File: config.mk
export PLATFORM = sky130hd
export DESIGN_NAME = arb_mux
export DESIGN_NICKNAME = d
export VERILOG_FILES = /design/src/rtl/arb_mux.sv
export SDC_FILE = /design/constraint.sdc
export NUM_CORES = 1
export LEC_CHECK = 0
export ABC_AREA = 0
export CORE_UTILIZATION = 53
export DETAILED_ROUTE_END_ITERATION = 10
export MAX_ROUTING_LAYER = met4
export PLACE_DENSITY = 0.95
export SLEW_MARGIN = 20
export SYNTH_ARGS = -nofsm -noshare
export SYNTH_HDL_FRONTEND = slang
export SYNTH_SLANG_ARGS = --single-unit
File: constraint.sdc
create_clock -name clk -period 6.4 [get_ports clk]
set_input_delay 0.96 -clock clk [delete_from_list [all_inputs] [get_ports clk]]
set_output_delay 0.96 -clock clk [all_outputs]
set_load 0.005 [all_outputs]
File: src/rtl/arb_mux.sv
// Registered N-input arbitrating mux: one valid input per cycle is granted
// (round-robin or fixed priority) and captured into a single output register.
module arb_mux #(
  parameter int unsigned N_IN       = 4,
  parameter int unsigned DATA_WIDTH = 32,
  parameter int unsigned SEL_WIDTH  = 2,
  parameter int unsigned RR_EN      = 1
) (
  input  logic                       clk,
  input  logic                       rst,
  input  logic [N_IN-1:0]            in_valid,
  input  logic [N_IN*DATA_WIDTH-1:0] in_data,
  output logic [N_IN-1:0]            in_ready,
  output logic                       out_valid,
  output logic [DATA_WIDTH-1:0]      out_data,
  output logic [SEL_WIDTH-1:0]       out_sel,
  input  logic                       out_ready
);

  localparam int unsigned PTR_W = (N_IN > 1) ? $clog2(N_IN) : 1;

  logic [PTR_W-1:0]      ptr_q, ptr_d;
  logic                  out_valid_q, out_valid_d;
  logic [DATA_WIDTH-1:0] out_data_q, out_data_d;
  logic [SEL_WIDTH-1:0]  out_sel_q, out_sel_d;

  logic [N_IN-1:0]       grant;
  logic                  found;
  logic [PTR_W-1:0]      gnt_idx;
  logic [PTR_W-1:0]      gnt_nxt;
  logic [DATA_WIDTH-1:0] gnt_data;
  logic                  load;
  logic                  xfer;
  int unsigned           idx;
  int unsigned           nxt;

  // Scan from ptr upward with wrap (round-robin) or from 0 (fixed priority).
  always_comb begin
    grant    = '0;
    found    = 1'b0;
    gnt_idx  = '0;
    gnt_nxt  = '0;
    gnt_data = '0;
    idx      = 0;
    nxt      = 0;
    for (int unsigned off = 0; off < N_IN; off++) begin
      if (RR_EN != 0) idx = (32'(ptr_q) + off) % N_IN;
      else            idx = off;
      if (!found && in_valid[idx]) begin
        found      = 1'b1;
        grant[idx] = 1'b1;
        gnt_idx    = idx[PTR_W-1:0];
        gnt_data   = in_data[idx*DATA_WIDTH +: DATA_WIDTH];
        nxt        = (idx == N_IN - 1) ? 0 : idx + 1;
        gnt_nxt    = nxt[PTR_W-1:0];
      end
    end
  end

  assign load     = ~out_valid_q | out_ready;
  assign xfer     = load & found & ~rst;
  assign in_ready = (load && !rst) ? grant : '0;

  always_comb begin
    ptr_d       = ptr_q;
    out_valid_d = out_valid_q;
    out_data_d  = out_data_q;
    out_sel_d   = out_sel_q;
    if (xfer) begin
      out_valid_d = 1'b1;
      out_data_d  = gnt_data;
      out_sel_d   = SEL_WIDTH'(gnt_idx);
      if (RR_EN != 0) ptr_d = gnt_nxt;
    end else if (out_ready) begin
      out_valid_d = 1'b0;
    end
  end

  always_ff @(posedge clk) begin
    if (rst) begin
      ptr_q       <= '0;
      out_valid_q <= 1'b0;
      out_data_q  <= '0;
      out_sel_q   <= '0;
    end else begin
      ptr_q       <= ptr_d;
      out_valid_q <= out_valid_d;
      out_data_q  <= out_data_d;
      out_sel_q   <= out_sel_d;
    end
  end

  assign out_valid = out_valid_q;
  assign out_data  = out_data_q;
  assign out_sel   = out_sel_q;

endmodule

==> results.md, run 1 <==
- Initial antenna violation count: 0
- Final ANT Viol Nets: 0
- Cts repair resizes: 0
- Cells along the critical path: clkdlybuf4s50_1, mux4_2, nor2b_4, a221o_1, o21ai_0, a21oi_1, clkdlybuf4s50_1
- Total power: ~2.6 mW
- Die Ht: roughly 110 um
- Sequential cell area fraction in the yosys report: about 13%
- Pwr per Cell Area: between 300 and 400 nW/um^2
- Final Max Tran Viols: 0
- Static Leak: ~2.6 nW
- CP top delay family: buffers and inverters
- Seq. cell area: ~750 um^2
- Outcome: completed
- Required @ worst endpoint: 5.44 ns
- Most frequent CP cell: clkdlybuf4s50_1
- Clk buf depth: 2
- Ratio of cells with drive above 1 in the final layout: a little over a quarter
- Dpl hpwl: between 10 and 15 mm
- N_diodes: 0
- Area Growth Syn to Fin: 30.69%
- Rows: 37
- Relative slew slack: around 30%
- Clock power frac: under 10%
- Final net count: approximately 730
- Syn Nets: just over 600
- CP bufs+invs: 2
- Post-synth EDFFs: 0
- GRT Total Usage: approximately a third
- Combinational Power Share: roughly four fifths
- Max stage delay cell, worst path: mux4_2
- RSZ-0062 raised after global routing: false
- Worst hold slack: between 0.4 and 0.5 ns
- Worst skew pair latency: between 0.2 and 0.3 ns
- Hold Path Class: reg2reg
- GRT overflow: 0
- Via Count: roughly 5600
- Core box area: about 10000 um^2
- DR DRC count: 0
- Pre-antenna DRT Iters: 5
- Synth cell types: 42
- Max Freq: 0.2024 GHz
- H-tree depth reported by CTS: 2
- Minimum clock period after layout: approximately 4.9 ns
- Area leader, netlist: mux4_2
- Routability Congestion: about 0.88
- Number of global-route vias before repair: 5724
- Final Hold Viols: 0
- DRT Wirelength: roughly 18 mm
- Avg Inst Size Synth: around 12 um^2
- Synth area leaders: mux4_2, dfxtp_1, o211a_1
- Vias/cell: ~7.7
- CTS tree: yes
- IO Pins: approximately 170
- Die W: about 110 um
- PortBufs: between 150 and 200
- Max IR drop VDD: 271.3 uV
- Share of power burned in registers: 13.3%
- Nature of the critical path endpoint: primary output
- Slowest Stage Delay on Critical Path: around 0.80 ns
- Mapped Cells: roughly 470
- CP Max Fanout: 21
- Initial DRC Count: 644
- Synth async-reset ratio: 0%
- Cell internal pwr: 1.506 mW
- Starting Density: a little under three fifths
- # hold bufs at CTS: 0
- Clock slew at reported path FFs: 0.07 ns
- CP Class: in2out
- Root Driver: clkbuf_8
- NetSw: roughly 1.1 mW
- Final setup skew: ~0.0059 ns
- Worst setup SP type: input port
- Commonest non-fill, non-tap cell in the layout: clkdlybuf4s50_1
- Post-route insts no fill: between 700 and 800
- Wire per inst: around 24 um
- Postcts setup bufs: 0
- Fin Setup TNS: 0 ns
- Tcrit/Tclk final: 77.22%
- First-pass GRT wire length: 27.87 mm
- Placed insts: a little over 700
- Largest net degree at the start of global routing: 76
- Multi-input logic area: around 4700 um^2
- Switching Share: a little over two fifths
- Die ar.: 11330 um^2
- CP Data Arrival Time: ~4.0 ns
- Clock buffer count from CTS: 5
- FF+latch count, synth: 37
- Most frequent cells in the layout: clkdlybuf4s50_1, mux4_2, a21oi_1
- Mapped Area: just under 6000 um^2
- Synth warnings: 0
- Total of max-cap violations: 0
- Worst slew pin tran: between 1 and 1.5 ns
- Post-synth top flop: dfxtp_1
- Finish-stage setup viols: 0
- Sink Count: 37
- Fillers: 706
- Yosys top cell area share: about 50%
==> sequential cells by signal, summed over array words and instances, names as in the netlist <==
name and cells:
out_data 32, out_sel 2, ptr_q 2, out_valid 1
==> kinds of logic after synthesis <==
group	synth area share [%]
compound gates	23.42
mux	52.85
buf+inv	6.730
flops	12.81
simple gates	2.900
fa+ha+maj	1.298
==> stage by stage <==
step	util (%)	setup slack (ns)	area, um^2
detailed placement	70.82	1.532	7410
global route	72.22	1.323	7556
global placement	70.68	1.675	7395
finish	72.22	1.458	7556
CTS	71.88	1.516	7521
floorplan	-	2.499	5782
==> power by group through the flow <==
stage               clock (mW)  sequential [mW]  combinational, mW
floorplan                    0            0.338               1.60
finish                   0.198            0.351               2.09
detailed placement           0            0.351               2.05
CTS                      0.200            0.348               2.06
global route             0.209            0.356               2.23
global placement             0            0.349               1.96
==> layer usage <==
metal | share of wire (%) | GRT usage (%) | up-vias
met5 | 0 | - | -
met2 | 53 | 54.55 | 470
met4 | 3.0 | 12.62 | 0
li1 | - | - | 2330
met1 | 35 | 37.02 | 2780
met3 | 9.6 | 4.844 | 68
==> cell usage after synthesis (2+ instances only) <==
cell and count:
a21oi_1 37, a221o_1 5, a221oi_1 2, a22oi_1 32
buf_1 3, buf_2 26, buf_4 2, buf_6 12
clkbuf_1 22, dfxtp_1 37, ha_1 6, inv_1 3
mux2_2 2, mux2i_1 6, mux4_2 132, nand2_1 7
nand2b_1 2, nor2_1 6, nor2b_1 2, o211a_1 31
o211ai_1 31, o21ai_0 10, o21ai_1 33
==> area by class of cell <==
type	instances	area share (%)
clock buffer	8	1.474
multi-input combinational	362	61.80
timing repair buffer	183	24.37
inverter	4	0.1987
tap	136	2.252
sequential	37	9.902
==> final timing paths <==
kind	startpoint	end	slack, ns	cells after the start
max	in_valid[3]	in_ready[0]	1.46	7
min	out_sel[1]	out_sel[1]	0.47	1
max reg2reg	ptr_q[1]	out_sel[0]	2.71	7
min reg2reg	out_sel[1]	out_sel[1]	0.47	1
(Power assumes the default switching activity.)
==> run 2: changes to the inputs <==
- CORE_UTILIZATION: 53 -> 44
- PLACE_DENSITY: 0.95 -> 0.89
- clock period: 6.4 -> 4.4 ns (I/O delays scaled with it)
==> results.md, run 2 (synthesized netlist as in run 1, its figures left out) <==
- Worst hold slack: 0.4995 ns (+0.02749 ns)
- Slowest Stage Delay on Critical Path: 0.71 ns (-0.09 ns)
- Required @ worst endpoint: 3.74 ns (-1.70 ns)
- Minimum clock period after layout: around 4.2 ns
- Nature of the critical path endpoint: primary output
- Max stage delay cell, worst path: dfxtp_4
- Switching Share: 42.59% (-0.30 points)
- Total of max-cap violations: 0 (unchanged)
- Final net count: 738 (+0.54%)
- Final worst setup slack: 0.2237 ns (-1.234 ns)
- Wire per inst: 22.83 um (-5.3%)
- Pre-CTS setup slack: 0.4953 ns (-1.036 ns)
- Clock power frac: 9.1% (+1.6 points)
- Combinational Power Share: 77.0% (-2.2 points)
- CP Class: reg2out
- Final Max Tran Viols: 0 (unchanged)
- CP Data Arrival Time: 3.52 ns (-0.46 ns)
- H-tree depth reported by CTS: 2 (unchanged)
- Total power: 3.876 mW (+47%)
- Worst setup SP type: flop
- Max reg flops: 32 (unchanged)
- Max Freq: 0.2394 GHz
- Cts repair resizes: 0 (unchanged)
- Sink Count: 37 (unchanged)
- Finish-stage setup viols: 0 (unchanged)
- Fin Setup TNS: 0 ns (unchanged)
- GRT overflow: 0 (unchanged)
- Postcts setup bufs: 0 (unchanged)
- Min-Delay Endpoint: out_data[18]
- Core box area: 12720 um^2 (+22%)
- Outcome: completed
- Area Growth Syn to Fin: 31.92%
- Dpl hpwl: 11.98 mm (-1.1%)
- R2R setup slack: 0.50 ns (-2.21 ns)
- Final ANT Viol Nets: 0 (unchanged)
- Via Count: 5501 (-2.6%)
- CTS tree: yes
- RSZ-0062 raised after global routing: false
- Die Ht: 116.6 um (+9.6%)
- Starting Density: 45.45% (-9.8 points)
- First-pass GRT wire length: 27.00 mm (-3.1%)
- PortBufs: 173 (unchanged)
- Clk buf depth: 2 (unchanged)
- Clock slew at reported path FFs: 0.06 ns (about the same)
- Initial DRC Count: 597 (-7.3%)
- IO Pins: 174 (unchanged)
- WHS Path Cells: 1 (unchanged)
- Initial antenna violation count: 0 (unchanged)
- Hold Path Class: reg2reg
- Root Driver: clkbuf_16
- FF-to-FF Start: ptr_q[0]
- Ratio of cells with drive above 1 in the final layout: 27.76% (+0.49 points)
- Tcrit/Tclk final: 94.92%
- N_diodes: 0 (unchanged)
- Share of power burned in registers: 13.9% (+0.6 points)
- Final setup skew: 0.005484 ns (-0.0004066 ns)
- Cells along the critical path: inv_1, ha_4, buf_4, mux4_2, nor4b_4, nand2_1, a21oi_1, clkdlybuf4s50_1
- Commonest non-fill, non-tap cell in the layout: clkdlybuf4s50_1
- DRT Wirelength: 17.58 mm (about the same)
- Static Leak: 2.603 nW (+0.92%)
- Fillers: 1025 (+45%)
- Cell internal pwr: 2.225 mW (+48%)
- NetSw: 1.651 mW (+46%)
- Most frequent cells in the layout: clkdlybuf4s50_1, mux4_2, a21oi_1
- Max IR drop VDD: 259.6 uV (-4.3%)
- Relative slew slack: 32.80% (+3.6 points)
- Vias/cell: 7.144 (-7.7%)
- Pwr per Cell Area: 508.2 nW/um^2 (+46%)
- Number of global-route vias before repair: 5586 (-2.4%)
- Worst slew pin tran: 1.006 ns (-0.05060 ns)
- DR DRC count: 0 (unchanged)
- Rows: 41 (+11%)
- CP bufs+invs: 3 (+1)
- Length in cells of the worst reg-to-reg path: 9 (+2)
- Largest net degree at the start of global routing: 74 (-2.6%)
- GRT Total Usage: 25.97% (-5.6 points)
- Worst skew pair latency: 0.28 ns (about the same)
- # hold bufs at CTS: 0 (unchanged)
- Hold_sp: out_data[18]
- Routability Congestion: 0.8618 (-2.5%)
- CP top delay family: buffers and inverters
- Post-layout util: 59.95% (-12 points)
- Clock buffer count from CTS: 5 (unchanged)
- Pre-antenna DRT Iters: 5 (unchanged)
- Die W: 116.6 um (+9.6%)
- Die ar.: 13600 um^2 (+20%)
- CP Max Fanout: 36 (+71%)
- Final Hold Viols: 0 (unchanged)
- R2R Path End: out_data[9]
-- run 2: cell count changes in the layout (fill, tap and decap cells not counted) --
cell,previous run,this run
buf_16,1,0
buf_4,6,13
buf_6,2,1
buf_8,1,0
clkbuf_16,1,5
clkbuf_8,6,0
clkinv_2,0,2
-- run 2: worst max-delay path by stage --
stage / cells after the start / startpoint / slack, ns / end
after floorplan: 11 / ptr_q[1] / 0.80 / in_ready[1]
after global placement: 9 / ptr_q[0] / 0.72 / out_data[24]
after detailed placement: 9 / ptr_q[0] / 0.50 / out_data[24]
after CTS: 8 / ptr_q[0] / 0.21 / in_ready[2]
after global routing: 8 / ptr_q[0] / 0.03 / in_ready[2]
final: 8 / ptr_q[0] / 0.22 / in_ready[2]
-- run 2: power groups by stage --
stage / Combinational, mW / Clock, mW / Sequential, mW
2_1_floorplan: 2.33 / 0 / 0.492
3_3_place_gp: 2.84 / 0 / 0.535
3_5_place_dp: 2.97 / 0 / 0.542
4_1_cts: 2.98 / 0.357 / 0.537
5_1_grt: 3.19 / 0.372 / 0.548
6_report: 2.98 / 0.353 / 0.538
-- run 2: final cells by class --
cell class | instances | area, um^2 | share of cell area [%]
clock buffer | 6 | 128.9 | 1.690
clock inverter | 2 | 10.01 | 0.1312
inverter | 4 | 15.01 | 0.1969
multi-input combinational | 362 | 4669 | 61.22
sequential | 37 | 748.2 | 9.810
tap | 172 | 215.2 | 2.822
timing repair buffer | 187 | 1841 | 24.13
-- run 2: worst register-to-register path, stage by stage, from the launching register on --
cell and delay (ns):
dfxtp_4 0.71, inv_1 0.25, ha_4 0.33, buf_4 0.42
buf_4 0.65, mux2i_1 0.30, mux2_2 0.68, o21ai_1 0.20
o211ai_1 0.14, o211a_1 0.18
-- run 2: metal layers --
metal | wire length [um] | up-vias | global-route usage [%]
met5 | 0 | - | -
met4 | 233 | 0 | 6.751
met3 | 1315 | 36 | 2.906
met2 | 9430 | 325 | 46.67
met1 | 6598 | 2811 | 30.96
li1 | - | 2329 | -
-- run 2: metrics by stage --
| step | instances | cell area (um^2) |
|---|---|---|
| global route | 770 | 7627 |
| CTS | 770 | 7624 |
| floorplan | 468 | 5782 |
| detailed placement | 762 | 7485 |
| finish | 770 | 7627 |
| global placement | 762 | 7485 |
==> run 3: changes to the inputs <==
- HOLD_SLACK_MARGIN: unset -> 0.02
==> results of run 3 <==
No change in the layout: final DEF, timing and power equal those of run 2.
==> RTL edit: new RTL, settings of run 2 <==
Change the parameter `DATA_WIDTH` from 32 to 28.
--- a/src/rtl/arb_mux.sv
+++ b/src/rtl/arb_mux.sv
@@ -3,5 +3,5 @@
 module arb_mux #(
   parameter int unsigned N_IN       = 4,
-  parameter int unsigned DATA_WIDTH = 32,
+  parameter int unsigned DATA_WIDTH = 28,
   parameter int unsigned SEL_WIDTH  = 2,
   parameter int unsigned RR_EN      = 1
Ports: changed (resized in_data and out_data); port bits go from 174 to 154. The function was not compared with the original's and may differ.
==> RTL edit against run 2 <==
Design area is 9.9% lower; worst setup slack improved by 0.19 ns; clock power grew 14%; sequential cell count decreased by 4; area after synthesis fell by 10%; final cell count fell by 9.0%; non-clock buffer count down 19; sequential power fell by 3%; total power increased by 25%; routed wire length fell by 8.7%; synthesized cell count decreased by 5.3%; largest cell class unchanged.
==> RTL edit: results (changes against run 2) <==
* Vias in the first global route at 5,140 (-8.0%)
* Worst flop-to-flop path endpoint: out_data[3]$_SDFFE_PP0P_
* I/O Buffers at 153 (-12%)
* RD Place Congestion at 0.8400 (-2.5%)
* Outcome: complete, no violations
* Met3 usage in global routing at 0.04538 (+0.01632)
* Pin slew with the least headroom to its limit at 0.8150 ns (-0.1906 ns)
* Via/cell ratio at 7.187 (+0.60%)
* Min setup slack post-route at 0.4109 ns (+0.1872 ns)
* Met2 layer wire length in the routed design at 8.502 mm (-9.8%)
* Cell count after placement at 693 (-9.1%)
* Met1 routing resource usage after global routing at 0.3109 (+0.001225)
* Area share of fa/ha/maj cells after synthesis at 0.01442 (+0.001435)
* Compound-Gate Fraction of Synth Area at 0.2050 (-0.02915)
* Worst R2R Path Depth at 10 (+1)
* Worst path slowest cell: sky130_fd_sc_hd__ha_4
* Commonest cells in the synthesized netlist: sky130_fd_sc_hd__mux4_2, sky130_fd_sc_hd__dfxtp_1, sky130_fd_sc_hd__nand2_1
* NumNets Final at 682 (-7.6%)
* Peak VDD IR at 0.0004558 V (+76%)
* Filler instances at 876 (-15%)
* Worst reg-to-reg setup slack at 0.91 ns (+0.41 ns)
* DR WL met3 at 1.198 mm (-8.9%)
* Share of post-route cells with drive strength above 1 at 0.2975 (+0.01990)
* Reported leakage power at 2.163 nW (-17%)
* Vias at 5,038 (-8.4%)
* Met2 usage in global routing at 0.4476 (-0.01905)
* 1st-iter DRT viols at 383 (-36%)
* Total Routing Usage GR at 0.2660 (+0.006254)
* Wire length of the first global-routing pass at 25.88 mm (-4.2%)
* Slowest cell delay on critical path at 0.58 ns (-0.13 ns)
* Largest net degree at the start of global routing at 62 (-16%)
* Design internal power at 0.002750 W (+24%)
* Cells on Worst Hold Path at 2 (+1)
* Fraction of synthesized area in multiplexers at 0.5261 (-0.002382)
* Worst setup path startpoint: ptr_q[1]$_SDFFE_PP0P_
* Mean routed wirelength per cell at 22.90 µm (+0.31%)
* Detailed-routing wirelength on met1 at 5.679 mm (-14%)
* Place WS at 0.4801 ns (-0.01514 ns)
* Crit-path max FO at 27 (-25%)
* Final-layout worst hold slack at 0.5064 ns (+0.006911 ns)
-- RTL edit: changes by cell type after synthesis, moves of 15 or more --
cell                       delta
sky130_fd_sc_hd__nor2_1      +20
sky130_fd_sc_hd__nand2_1     +20
sky130_fd_sc_hd__o211a_1     -31
sky130_fd_sc_hd__o211ai_1    -31
sky130_fd_sc_hd__mux4_2      -16
sky130_fd_sc_hd__a221o_1     +15
sky130_fd_sc_hd__o21ai_1     -16
sky130_fd_sc_hd__a22oi_1     -32
-- RTL edit: cell families after synthesis --
group                    after synthesis
AO/OA/AOI/OAI                        145
flip-flops                            33
buffers and inverters                 66
AND/OR/NAND/NOR                       65
adder cells (fa/ha/maj)                6
multiplexers                         128
-- RTL edit: through the flow --
step           total power (W)  area [µm²]
6_report              0.004833        6874
5_1_grt               0.005144        6874
4_1_cts               0.004835        6874
3_5_place_dp          0.004425        6706
3_3_place_gp          0.004277        6706
2_1_floorplan         0.003600        5206
-- RTL edit: power by group through the flow --
| stage | Clock, W | Sequential [W] | Combinational, W |
|---|---|---|---|
| after floorplan | 0 | 0.000500 | 0.00310 |
| after global placement | 0 | 0.000529 | 0.00375 |
| after detailed placement | 0 | 0.000529 | 0.00390 |
| after CTS | 0.000403 | 0.000524 | 0.00391 |
| after global routing | 0.000411 | 0.000538 | 0.00419 |
| final | 0.000401 | 0.000524 | 0.00391 |
-- RTL edit: final cells by class --
type | instances | area share
clock buffer | 8 | 0.02439
sequential | 33 | 0.09683
timing repair buffer | 168 | 0.2392
inverter | 5 | 0.002730
multi-input combinational | 344 | 0.6108
tap | 143 | 0.02603
